[src/rtl/rob_commit_pkg.sv]
// ============================================================================
// Module  : rob_commit_pkg
// Purpose : Shared definitions for the reorder buffer. This file holds the
//           default depth and nick width, the decoded-op bus, the op codes,
//           and the store/branch/jalr classification helpers.
// Ports   : none (package)
// Rev     : 1.0  initial release
// ============================================================================
`default_nettype none

package rob_commit_pkg;

   localparam int ROB_DEPTH_DEF = 16;
   localparam int NICK_W_DEF    = 5;
   localparam int OP_W          = 5;
   localparam int REG_W         = 5;
   localparam int XLEN          = 32;

   typedef logic [OP_W-1:0] op_t;

   localparam op_t OP_NOP  = 5'd0;
   localparam op_t OP_JAL  = 5'd3;
   localparam op_t OP_JALR = 5'd4;
   localparam op_t OP_BEQ  = 5'd5;
   localparam op_t OP_BNE  = 5'd6;
   localparam op_t OP_BLT  = 5'd7;
   localparam op_t OP_BGE  = 5'd8;
   localparam op_t OP_BLTU = 5'd9;
   localparam op_t OP_BGEU = 5'd10;
   localparam op_t OP_LW   = 5'd11;
   localparam op_t OP_SB   = 5'd12;
   localparam op_t OP_SH   = 5'd13;
   localparam op_t OP_SW   = 5'd14;
   localparam op_t OP_ADDI = 5'd15;
   localparam op_t OP_ADD  = 5'd16;

   function automatic logic is_store(input op_t op);
      return (op == OP_SB) || (op == OP_SH) || (op == OP_SW);
   endfunction

   // Conditional branches only; jal/jalr write rd and are handled as normal ops.
   function automatic logic is_branch(input op_t op);
      return (op >= OP_BEQ) && (op <= OP_BGEU);
   endfunction

   function automatic logic is_jalr(input op_t op);
      return op == OP_JALR;
   endfunction

endpackage

`default_nettype wire

[src/rtl/rob_commit.sv]
// ============================================================================
// Module  : rob_commit
// Purpose : Reorder buffer. Allocates one entry per dispatched instruction
//           and hands its nick (slot+1) to the regfile for renaming. It
//           captures CDB results and retires the head in program order to
//           the regfile or LSB. It flushes everything on a mispredict.
// Ports   : clk/rst/rdy     clock, sync active-high reset, global stall
//           iDP_* / oDP_*   dispatch allocation, full flag, operand bypass
//           oRF_nick*       rename write (comb, same cycle as allocation)
//           iCDB_*          result broadcast
//           oRF_en/rd_*     registered commit write
//           oLSB_st_*       registered store commit pulse
//           oCLR / oIF_pc   registered flush pulse and redirect pc
// Rev     : 1.0  initial release
// ============================================================================
`default_nettype none

module rob_commit
   import rob_commit_pkg::*;
#(
   parameter int ROB_DEPTH = ROB_DEPTH_DEF,
   parameter int NICK_W    = NICK_W_DEF
) (
   input  logic              clk,
   input  logic              rst,
   input  logic              rdy,
   input  logic              iDP_en,
   input  logic [REG_W-1:0]  iDP_rd_regnm,
   input  op_t               iDP_op,
   input  logic [XLEN-1:0]   iDP_pc,
   input  logic              iDP_pd,
   input  logic [NICK_W-1:0] iDP_q1_nick,
   input  logic [NICK_W-1:0] iDP_q2_nick,
   output logic              oDP_full,
   output logic              oDP_q1_rdy,
   output logic [XLEN-1:0]   oDP_q1_dt,
   output logic              oDP_q2_rdy,
   output logic [XLEN-1:0]   oDP_q2_dt,
   output logic              oRF_nick_en,
   output logic [REG_W-1:0]  oRF_nick_regnm,
   output logic [NICK_W-1:0] oRF_nick,
   input  logic              iCDB_en,
   input  logic [NICK_W-1:0] iCDB_nick,
   input  logic [XLEN-1:0]   iCDB_dt,
   input  logic              iCDB_tk,
   input  logic [XLEN-1:0]   iCDB_tgt,
   output logic              oRF_en,
   output logic [REG_W-1:0]  oRF_rd_regnm,
   output logic [XLEN-1:0]   oRF_rd_dt,
   output logic [NICK_W-1:0] oRF_rd_nick,
   output logic              oLSB_st_en,
   output logic [NICK_W-1:0] oLSB_st_nick,
   output logic              oCLR,
   output logic [XLEN-1:0]   oIF_pc
);

   localparam int PTR_W = $clog2(ROB_DEPTH);
   localparam int CNT_W = $clog2(ROB_DEPTH + 1);

   typedef logic [PTR_W-1:0] ptr_t;
   typedef logic [CNT_W-1:0] cnt_t;
   typedef logic [NICK_W-1:0] nick_t;

   localparam ptr_t  PTR_LAST = ptr_t'(ROB_DEPTH - 1);
   localparam cnt_t  CNT_FULL = cnt_t'(ROB_DEPTH);
   localparam nick_t NICK_MAX = nick_t'(ROB_DEPTH);

   // Entry storage, parallel arrays indexed by slot
   op_t             op_q    [ROB_DEPTH];
   op_t             op_d    [ROB_DEPTH];
   logic [REG_W-1:0] rd_q   [ROB_DEPTH];
   logic [REG_W-1:0] rd_d   [ROB_DEPTH];
   logic [XLEN-1:0] pc_q    [ROB_DEPTH];
   logic [XLEN-1:0] pc_d    [ROB_DEPTH];
   logic [XLEN-1:0] dt_q    [ROB_DEPTH];
   logic [XLEN-1:0] dt_d    [ROB_DEPTH];
   logic [XLEN-1:0] tgt_q   [ROB_DEPTH];
   logic [XLEN-1:0] tgt_d   [ROB_DEPTH];
   logic            pd_q    [ROB_DEPTH];
   logic            pd_d    [ROB_DEPTH];
   logic            tk_q    [ROB_DEPTH];
   logic            tk_d    [ROB_DEPTH];
   logic            ready_q [ROB_DEPTH];
   logic            ready_d [ROB_DEPTH];

   ptr_t head_q, head_d, tail_q, tail_d;
   cnt_t count_q, count_d;

   // Registered commit-side outputs
   logic              rf_en_q, rf_en_d;
   logic [REG_W-1:0]  rf_regnm_q, rf_regnm_d;
   logic [XLEN-1:0]   rf_dt_q, rf_dt_d;
   nick_t             rf_nick_q, rf_nick_d;
   logic              st_en_q, st_en_d;
   nick_t             st_nick_q, st_nick_d;
   logic              clr_q, clr_d;
   logic [XLEN-1:0]   if_pc_q, if_pc_d;

   logic  full, head_ready, commit, mispredict, flush, alloc, cdb_hit;
   op_t   h_op;
   nick_t head_nick;
   ptr_t  cdb_idx, q1_idx, q2_idx;

   assign full      = (count_q == CNT_FULL);
   assign h_op      = op_q[head_q];
   assign head_nick = nick_t'(head_q) + nick_t'(1);

   // Commit reads only registered ready bits, so a CDB result never retires
   // in the cycle it arrives.
   assign head_ready = (count_q != '0) && ready_q[head_q];
   assign commit     = rdy && head_ready && !clr_q;

   // jalr is fetched down the fall-through path, so any target other than
   // pc+4 is a redirect.
   assign mispredict = commit &&
      ((is_branch(h_op) && (tk_q[head_q] != pd_q[head_q])) ||
       (is_jalr(h_op) && (tgt_q[head_q] != pc_q[head_q] + 32'd4)));

   // Flush at the mispredict commit edge and again during the oCLR cycle,
   // so wrong-path dispatch and CDB traffic in either cycle is dropped.
   assign flush   = mispredict || (rdy && clr_q);
   assign alloc   = rdy && iDP_en && !full && !clr_q && !mispredict;
   assign cdb_hit = rdy && iCDB_en && !flush &&
                    (iCDB_nick != '0) && (iCDB_nick <= NICK_MAX);
   assign cdb_idx = ptr_t'(iCDB_nick - nick_t'(1));
   assign q1_idx  = ptr_t'(iDP_q1_nick - nick_t'(1));
   assign q2_idx  = ptr_t'(iDP_q2_nick - nick_t'(1));

   always_comb begin
      op_d    = op_q;
      rd_d    = rd_q;
      pc_d    = pc_q;
      dt_d    = dt_q;
      tgt_d   = tgt_q;
      pd_d    = pd_q;
      tk_d    = tk_q;
      ready_d = ready_q;
      head_d  = head_q;
      tail_d  = tail_q;
      count_d = count_q;

      if (flush) begin
         head_d  = '0;
         tail_d  = '0;
         count_d = '0;
         for (int i = 0; i < ROB_DEPTH; i++) ready_d[i] = 1'b0;
      end else begin
         if (commit) begin
            ready_d[head_q] = 1'b0;
            head_d = (head_q == PTR_LAST) ? '0 : head_q + ptr_t'(1);
         end
         if (cdb_hit) begin
            dt_d[cdb_idx]    = iCDB_dt;
            tk_d[cdb_idx]    = iCDB_tk;
            tgt_d[cdb_idx]   = iCDB_tgt;
            ready_d[cdb_idx] = 1'b1;
         end
         if (alloc) begin
            op_d[tail_q]    = iDP_op;
            rd_d[tail_q]    = iDP_rd_regnm;
            pc_d[tail_q]    = iDP_pc;
            pd_d[tail_q]    = iDP_pd;
            ready_d[tail_q] = 1'b0;
            tail_d = (tail_q == PTR_LAST) ? '0 : tail_q + ptr_t'(1);
         end
         case ({alloc, commit})
            2'b10:   count_d = count_q + cnt_t'(1);
            2'b01:   count_d = count_q - cnt_t'(1);
            default: count_d = count_q;
         endcase
      end
   end

   // Commit-side output registers; pulses hold while rdy is low and are
   // masked at the ports.
   always_comb begin
      rf_en_d    = rf_en_q;
      rf_regnm_d = rf_regnm_q;
      rf_dt_d    = rf_dt_q;
      rf_nick_d  = rf_nick_q;
      st_en_d    = st_en_q;
      st_nick_d  = st_nick_q;
      clr_d      = clr_q;
      if_pc_d    = if_pc_q;
      if (rdy) begin
         rf_en_d = commit && !is_store(h_op) && !is_branch(h_op) &&
                   (rd_q[head_q] != '0);
         st_en_d = commit && is_store(h_op);
         clr_d   = mispredict;
         if (commit) begin
            rf_regnm_d = rd_q[head_q];
            rf_dt_d    = dt_q[head_q];
            rf_nick_d  = head_nick;
         end
         if (commit && is_store(h_op)) st_nick_d = head_nick;
         if (mispredict) if_pc_d = tgt_q[head_q];
      end
   end

   always_ff @(posedge clk) begin
      if (rst) begin
         for (int i = 0; i < ROB_DEPTH; i++) begin
            op_q[i]    <= OP_NOP;
            rd_q[i]    <= '0;
            pc_q[i]    <= '0;
            dt_q[i]    <= '0;
            tgt_q[i]   <= '0;
            pd_q[i]    <= 1'b0;
            tk_q[i]    <= 1'b0;
            ready_q[i] <= 1'b0;
         end
         head_q     <= '0;
         tail_q     <= '0;
         count_q    <= '0;
         rf_en_q    <= 1'b0;
         rf_regnm_q <= '0;
         rf_dt_q    <= '0;
         rf_nick_q  <= '0;
         st_en_q    <= 1'b0;
         st_nick_q  <= '0;
         clr_q      <= 1'b0;
         if_pc_q    <= '0;
      end else begin
         op_q       <= op_d;
         rd_q       <= rd_d;
         pc_q       <= pc_d;
         dt_q       <= dt_d;
         tgt_q      <= tgt_d;
         pd_q       <= pd_d;
         tk_q       <= tk_d;
         ready_q    <= ready_d;
         head_q     <= head_d;
         tail_q     <= tail_d;
         count_q    <= count_d;
         rf_en_q    <= rf_en_d;
         rf_regnm_q <= rf_regnm_d;
         rf_dt_q    <= rf_dt_d;
         rf_nick_q  <= rf_nick_d;
         st_en_q    <= st_en_d;
         st_nick_q  <= st_nick_d;
         clr_q      <= clr_d;
         if_pc_q    <= if_pc_d;
      end
   end

   // Rename write: stores and branches have no destination.
   assign oRF_nick_en    = alloc && (iDP_rd_regnm != '0) &&
                           !is_store(iDP_op) && !is_branch(iDP_op);
   assign oRF_nick_regnm = oRF_nick_en ? iDP_rd_regnm : '0;
   assign oRF_nick       = oRF_nick_en ? nick_t'(tail_q) + nick_t'(1) : '0;

   assign oDP_full = full;

   // Operand bypass from registered results only; the RS snoops the CDB
   // for results arriving this cycle.
   assign oDP_q1_rdy = (iDP_q1_nick != '0) && (iDP_q1_nick <= NICK_MAX) &&
                       ready_q[q1_idx];
   assign oDP_q1_dt  = oDP_q1_rdy ? dt_q[q1_idx] : '0;
   assign oDP_q2_rdy = (iDP_q2_nick != '0) && (iDP_q2_nick <= NICK_MAX) &&
                       ready_q[q2_idx];
   assign oDP_q2_dt  = oDP_q2_rdy ? dt_q[q2_idx] : '0;

   assign oRF_en       = rf_en_q && rdy;
   assign oRF_rd_regnm = rf_regnm_q;
   assign oRF_rd_dt    = rf_dt_q;
   assign oRF_rd_nick  = rf_nick_q;
   assign oLSB_st_en   = st_en_q && rdy;
   assign oLSB_st_nick = st_nick_q;
   assign oCLR         = clr_q && rdy;
   assign oIF_pc       = if_pc_q;

endmodule

`default_nettype wire

[config.mk]
export PLATFORM = sky130hd
export DESIGN_NAME = rob_commit
export DESIGN_NICKNAME = d
export VERILOG_FILES = /design/src/rtl/rob_commit_pkg.sv /design/src/rtl/rob_commit.sv
export SDC_FILE = /design/constraint.sdc
export NUM_CORES = 2
export LEC_CHECK = 0
export CAP_MARGIN = 20
export CORE_AREA = 2 2 521 523
export CTS_BUF_LIST = sky130_fd_sc_hd__clkbuf_8
export DETAILED_ROUTE_END_ITERATION = 7
export DIE_AREA = 0 0 523 525
export GPL_ROUTABILITY_DRIVEN = 0
export SETUP_SLACK_MARGIN = 0.15
export SLEW_MARGIN = 10
export SYNTH_ARGS = -nofsm -noshare
export SYNTH_HDL_FRONTEND = slang
export SYNTH_SLANG_ARGS = --single-unit
[constraint.sdc]
create_clock -name clk -period 4.6 [get_ports clk]
set_input_delay 0.46 -clock clk [delete_from_list [all_inputs] [get_ports clk]]
set_output_delay 0.46 -clock clk [all_outputs]
set_load 0.05 [all_outputs]
---- After elaboration in Yosys (flattened, before gate mapping) ----
Cells that the tools add are included.
storage, ports and cells
  logic and storage cells ................. 316
  output and inout port bits .............. 160
  bits of input ports ..................... 128
  flip-flop bits (word level) ............. 1839
cells by class
  reduce and logical (&&, ||, !) cells .... 60
  order comparisons ....................... 15
  eq/ne operators ......................... 14
  $add $sub $neg .......................... 10
  bitwise operators ....................... 11
  muxes and demuxes ....................... 67
operators by type and width
  kind                     count
  $bwmux W512              3
  $bmux W32 S4             5
  $mux W32                 14
  $demux W32 S4            2
  $bwmux W80               2
  $mux W16                 5
  $bmux W5 S4              2
  $mux W5                  7
  $logic_and A1 B1 Y1      33
  $add A32 B3 Y32 const B  1
  $and A16 B16 Y16         2
  $bwmux W16               2
  $ne A32 B32 Y1           1
  $not A16 Y16             2
  $eq A5 B4 Y1 const B     6
  $reduce_bool A5 Y1       6
  $ge A5 B5 Y1 const B     5
  $not A4 Y5               5
  $bmux W1 S4              5
  $demux W5 S4             1
  $or A16 B16 Y16          1
  $le A5 B5 Y1 const B     3
  $lt A5 B1 Y1 const B     3
  $mux W1                  13
  22 further kinds         48

---- Logic depth before layout (Yosys ltp) ----
  depth after elaboration ................. 18
  gate-level depth with buffers ........... 25
  depth with buffers taken out ............ 19

---- Worst setup path after synthesis ----
No wires, ideal clock.
  kind .................................... input-to-output
  start point ............................. in iDP_q1_nick[0]
  end point ............................... out oDP_q1_dt[23]
  slack ................................... -1.267 ns
  cell stages on the path ................. 13
  buffers on the path ..................... 8
  required time ........................... 4.140 ns
  arrival ................................. 5.407 ns
  cells stage by stage .................... clkbuf_1 > clkbuf_1 > clkbuf_1 > buf_1 > inv_1 > ha_1 > clkbuf_1 > clkbuf_1 > buf_1 > clkbuf_1 > mux4_2 > mux2i_1 > a211oi_1
between the ends
  word-level cells in the longest chain between the ends .. 7
  elaborated cells on any way between the ends .. 13
  classes of those cells .................. 1 x add/sub; 1 x order compare; 7 x mux; 1 x bitwise; 3 x reduce/logical
ends and longest elaborated chain
  item                                        RTL line                              source
  from (decl)                                 rob_commit.sv:32                      input logic [NICK_W-1:0] iDP_q1_nick,
  $sub A4 B1 Y4                               rob_commit.sv:126                     assign q1_idx = ptr_t'(iDP_q1_nick - nick_t'(1));
  $not A4 Y5 (not written as such)            rob_commit.sv:257, rob_commit.sv:258
  $bmux W1 S4                                 rob_commit.sv:257                     ready_q[q1_idx];
  $mux W1 (not written as such) (2 in a row)  rob_commit.sv:257
  $logic_and A1 B1 Y1                         rob_commit.sv:256                     assign oDP_q1_rdy = (iDP_q1_nick != '0) && (iDP_q1_nick <= NICK_MAX) &&
  $mux W32 *                                  rob_commit.sv:258                     assign oDP_q1_dt = oDP_q1_rdy ? dt_q[q1_idx] : '0;
  to (decl)                                   rob_commit.sv:36                      output logic [XLEN-1:0] oDP_q1_dt,
Mark *: on every way between the ends. The rest lies on a longest branch, timed or not. The select of a mux whose other input is x is not followed.

---- Worst setup path in the final report ----
  start point ............................. reg head_q[0]
  end point ............................... out oRF_nick_regnm[1]
between the ends
  word-level cells in the longest chain between the ends .. 15
  elaborated cells on any way between the ends .. 39
  classes of those cells .................. 1 x add/sub; 2 x order compare; 3 x eq/ne; 19 x mux; 1 x bitwise; 13 x reduce/logical
ends and longest elaborated chain
  item                                                                    RTL line                                 source
  from (decl)                                                             rob_commit.sv:86                         ptr_t head_q, head_d, tail_q, tail_d;
  from (signal assigned)                                                  rob_commit.sv:212                        head_q <= '0;
  from (signal assigned)                                                  rob_commit.sv:232                        head_q <= head_d;
  $not A4 Y5 (not written as such) *                                      n/a
  $bmux W32 S4 or $bmux W5 S4 (tied branches)                             rob_commit.sv:117, rob_commit.sv:105
  $mux W32 (not written as such) or $mux W5 (tied branches) (2 in a row)  rob_commit.sv:117, rob_commit.sv:105
  $add A32 B3 Y32 (tied with other cells)                                 rob_commit.sv:117                        (is_jalr(h_op) && (tgt_q[head_q] != pc_q[head_q] + 32'd4)));
  $ne A32 B32 Y1 or $logic_and A1 B1 Y1 (tied branches)                   rob_commit.sv:117, rob_commit_pkg.sv:43
  $logic_and A1 B1 Y1 (on tied branches)                                  rob_commit.sv:117, rob_commit.sv:116
  $logic_or A1 B1 Y1                                                      rob_commit.sv:116                        ((is_branch(h_op) && (tk_q[head_q] != pd_q[head_q])) ||
  $logic_and A1 B1 Y1 *                                                   rob_commit.sv:115                        assign mispredict = commit &&
  $logic_not A1 Y1 *                                                      rob_commit.sv:122                        assign alloc = rdy && iDP_en && !full && !clr_q && !mispredict;
  $logic_and A1 B1 Y1 *                                                   rob_commit.sv:122
  $logic_and A1 B1 Y1 * (2 in a row)                                      rob_commit.sv:247                        assign oRF_nick_en = alloc && (iDP_rd_regnm != '0) &&
  $logic_and A1 B1 Y1 *                                                   rob_commit.sv:248                        !is_store(iDP_op) && !is_branch(iDP_op);
  $mux W5 *                                                               rob_commit.sv:249                        assign oRF_nick_regnm = oRF_nick_en ? iDP_rd_regnm : '0;
  to (decl)                                                               rob_commit.sv:40                         output logic [REG_W-1:0] oRF_nick_regnm,
Marked as above.

==> results.yml <==
run_status:
  status: "complete, but fails checks"
  violations: "setup timing"
layout:
  area_growth_syn_to_layout_pct: 23.2
  fin_area_um2: 116000
  nets: 8876
  layout-drive-gt1-share: 0.255
  fin_cells: 12551
drt:
  drcViolationCount: 0
  wire_per_inst_um: 25.7
  ant_nets: 0
  drt_wl_total_um: 323000
  drt_iter0_markers: 6246
  via_per_inst: 5.52
  via_count: 69324
  drt-pass1-iter-count: 5
timing:
  slew_headroom: 0.282
  slew_viol_final: 0
  rsz0062_at_grt: "yes"
  setup-tns-final_ns: -1185.72
  tightest_slew_ns: 1.08
  fin_ws_ns: -1.10
  post-route-period-util: 1.24
  period_minus_slack_ns: 5.70
  fmax_ghz: 0.175
  finalHoldViolations: 0
  clock-skew-final_ns: 0.103
  setup_viol: 1762
setup_path:
  cpMostUsedCell: "buf_12"
  critPathKind: "register to output port"
  startpoint_type: "register"
  max_stage_delay_ns: 0.59
  arrival_ns: 5.24
  crit_chain: "buf_12 > buf_12 > buf_8 > mux4_2 > mux4_2 > nand3_4 > buf_6 > xor2_2 > o31ai_2 > nand3_1 > nor4_2 > o2111a_2 > buf_6 > a31o_4 > buf_12 > nand3_4 > nor2_4 > buf_12"
  reg2reg_from: "head_q[0]"
  crit_required_ns: 4.14
  slowest_stage: "mux4_2"
  reg2reg_to: "tgt_q[227]"
  endpoint_kind: "output port"
  rr_worst_depth: 29
  path_max_fanout: 6
  rrSetupSlack_ns: -1.10
grt:
  first_global_vias: 70773
  grt_overflow: 0
  grt_pass1_wl_um: 471000
  grt.total_usage: 0.225
  grt_max_degree: 139
  antenna_found_initial: 18
yosys:
  yosysMostFrequentCell: "dfxtp_1"
  synth_area_per_cell_um2: 11.4
  yosysWarnings: 0
  synth-seq-area-share: 0.393
  synth_ff_type: "dfxtp_1"
  synth_fp_nets: 8379
  yosys-top-cells-count: "dfxtp_1 (1839), nand2b_1 (1676), mux2i_1 (1671), mux4_2 (764), clkbuf_1 (550)"
  synth-edff-count: 0
  ys_types: 74
  yosysTopAreaCell: "dfxtp_1"
  synth_area_um2: 93800
  synth-seq-cells: 1839
  netlist_instances: 8233
  synth.area.top_cells: "dfxtp_1 (39%), mux4_2 (18%), mux2i_1 (18%)"
  synth_top_area_share: 0.393
  synthArstFlopShare: 0
place:
  portBuffers: 287
  dpl_cell_area_um2: 105000
  hpwl_um: 198000
  dp.cells: 11787
floorplanning:
  rows: 191
  dieArea_um2: 275000
  die_w_um: 523
  ios: 288
  start_util: 0.348
  fp.dieH_um: 525
  core_area_um2: 269000
worst_hold_path:
  hold_path.startpoint: "rst"
  min_to: "oRF_rd_nick[4]"
  hold_path_depth: 2
  min-delay-path-class: "input pin to register"
clocking:
  clkTransAtPathRegs_ns: 0.06
  cts-root-buf: "clkbuf_8"
  cts_buffers: 326
  cts_tree: "built"
  cts.path.max_buffers: 4
  clk_latency_ns: 1.01
  htreeDepth: 5
  cts_sinks: 1839
power:
  ir_drop_v: 0.000269
  p_leak_nw: 50.4
  pwr-share-clk: 0.464
  p_sw_w: 0.00859
  internal-power_w: 0.0255
  switching_share: 0.252
  pwr-share-seq: 0.471
  comb_power_share: 0.066
  p_per_area_nw_per_um2: 295
run:
  maxCapViolations: 0
## worst max-delay path by stage
stage	to	cells after the start	slack [ns]	start
floorplan	count_q[4]	19	0.15	head_q[0]
global placement	count_q[4]	22	-0.50	head_q[1]
detailed placement	count_q[4]	20	-0.38	head_q[1]
CTS	oRF_nick_regnm[3]	17	-1.11	head_q[0]
global route	oRF_nick_regnm[1]	18	-1.25	head_q[0]
finish	oRF_nick_regnm[1]	18	-1.10	head_q[0]
## cell type report
class | count | area (µm²)
fillers | 24844 | 154000
clock inverters | 152 | 917
flip-flops and latches | 1839 | 36800
diodes | 10 | 25.0
clock buffers | 417 | 5740
repair buffers | 1039 | 13000
multi-input cells | 5501 | 54400
inverters | 23 | 86.3
well taps | 3570 | 4470
## through the flow
step	hold slack (ns)	utilization	worst slack, ns	total power, W
after floorplan	0.440	-	0.151	0.0178
after global placement	0.447	0.389	-0.499	0.0185
after detailed placement	0.449	0.389	-0.379	0.0186
after CTS	0.0986	0.425	-1.11	0.0343
after global routing	0.168	0.429	-1.25	0.0351
final	0.218	0.429	-1.10	0.0341
## cell families after synthesis
family          count (synthesis)  synth area share
compound gates                678            0.0441
xor+xnor                       62           0.00579
fa+ha+maj                      18           0.00248
buf+inv                       893            0.0453
flops                        1839             0.393
mux                          2440             0.362
simple gates                 2303             0.147
## registers in the layout, indices dropped and copies added (netlist names), 32 cells and up
| name | cells |
|---|---|
| dt_q | 512 |
| oIF_pc | 32 |
| oRF_rd_dt | 32 |
| op_q | 80 |
| pc_q | 512 |
| rd_q | 80 |
| tgt_q | 512 |
## critical path: cells and delay by family, from the launching register on
family	cells	cell delay, ns
flops	1	0.39
simple gates	5	0.96
compound gates	3	0.73
xor+xnor	1	0.07
buf+inv	7	0.97
mux	2	1.08
## power by group through the flow
stage | combinational (W) | sequential (W) | clock (W)
floorplan | 0.00138 | 0.0164 | 0
global placement | 0.00214 | 0.0164 | 0
detailed placement | 0.00215 | 0.0164 | 0
CTS | 0.00220 | 0.0160 | 0.0161
global route | 0.00233 | 0.0160 | 0.0168
finish | 0.00223 | 0.0161 | 0.0158
## cells in the final DEF (no fill, tap or decap), types with 12 or more instances in the layout
cell type / synthesis / final
mux2i_1: 1671 / 1669
nor2_4: 0 / 12
o21ai_0: 353 / 352
a22oi_2: 1 / 21
clkdlybuf4s50_1: 0 / 207
clkbuf_8: 0 / 417
xor2_1: 26 / 24
nor3b_1: 15 / 15
a22oi_1: 80 / 60
a211oi_1: 131 / 66
xnor2_1: 36 / 24
xnor2_2: 0 / 12
mux4_2: 764 / 764
a21oi_1: 61 / 59
buf_6: 48 / 40
nand4_1: 23 / 23
inv_1: 21 / 111
buf_16: 0 / 60
clkinv_2: 0 / 37
clkbuf_16: 0 / 21
buf_4: 106 / 469
nand2b_1: 1676 / 1672
nand2_1: 151 / 130
nor2b_1: 247 / 245
buf_12: 0 / 223
buf_8: 0 / 15
dfxtp_1: 1839 / 1835
nand3_1: 32 / 17
nor2_1: 94 / 81
a211oi_4: 0 / 64
ha_1: 17 / 13
nand2_2: 1 / 14
## repair_timing
item	4_1_cts	5_1_grt
resized for setup	180	69
buffers inserted	102	23
pin swaps	35	16
setup endpoints to repair	1798	1799
gates cloned	36	24
hold buffers	0	0
## routing by layer
layer,wire [µm],track usage,vias to the layer above
met5,17,0,-
met4,11500,0.0827,2
met3,23300,0.0401,589
met2,149000,0.359,2700
met1,139000,0.303,35595
li1,-,-,30438
Note: power is estimated with default switching activity, not from simulation.
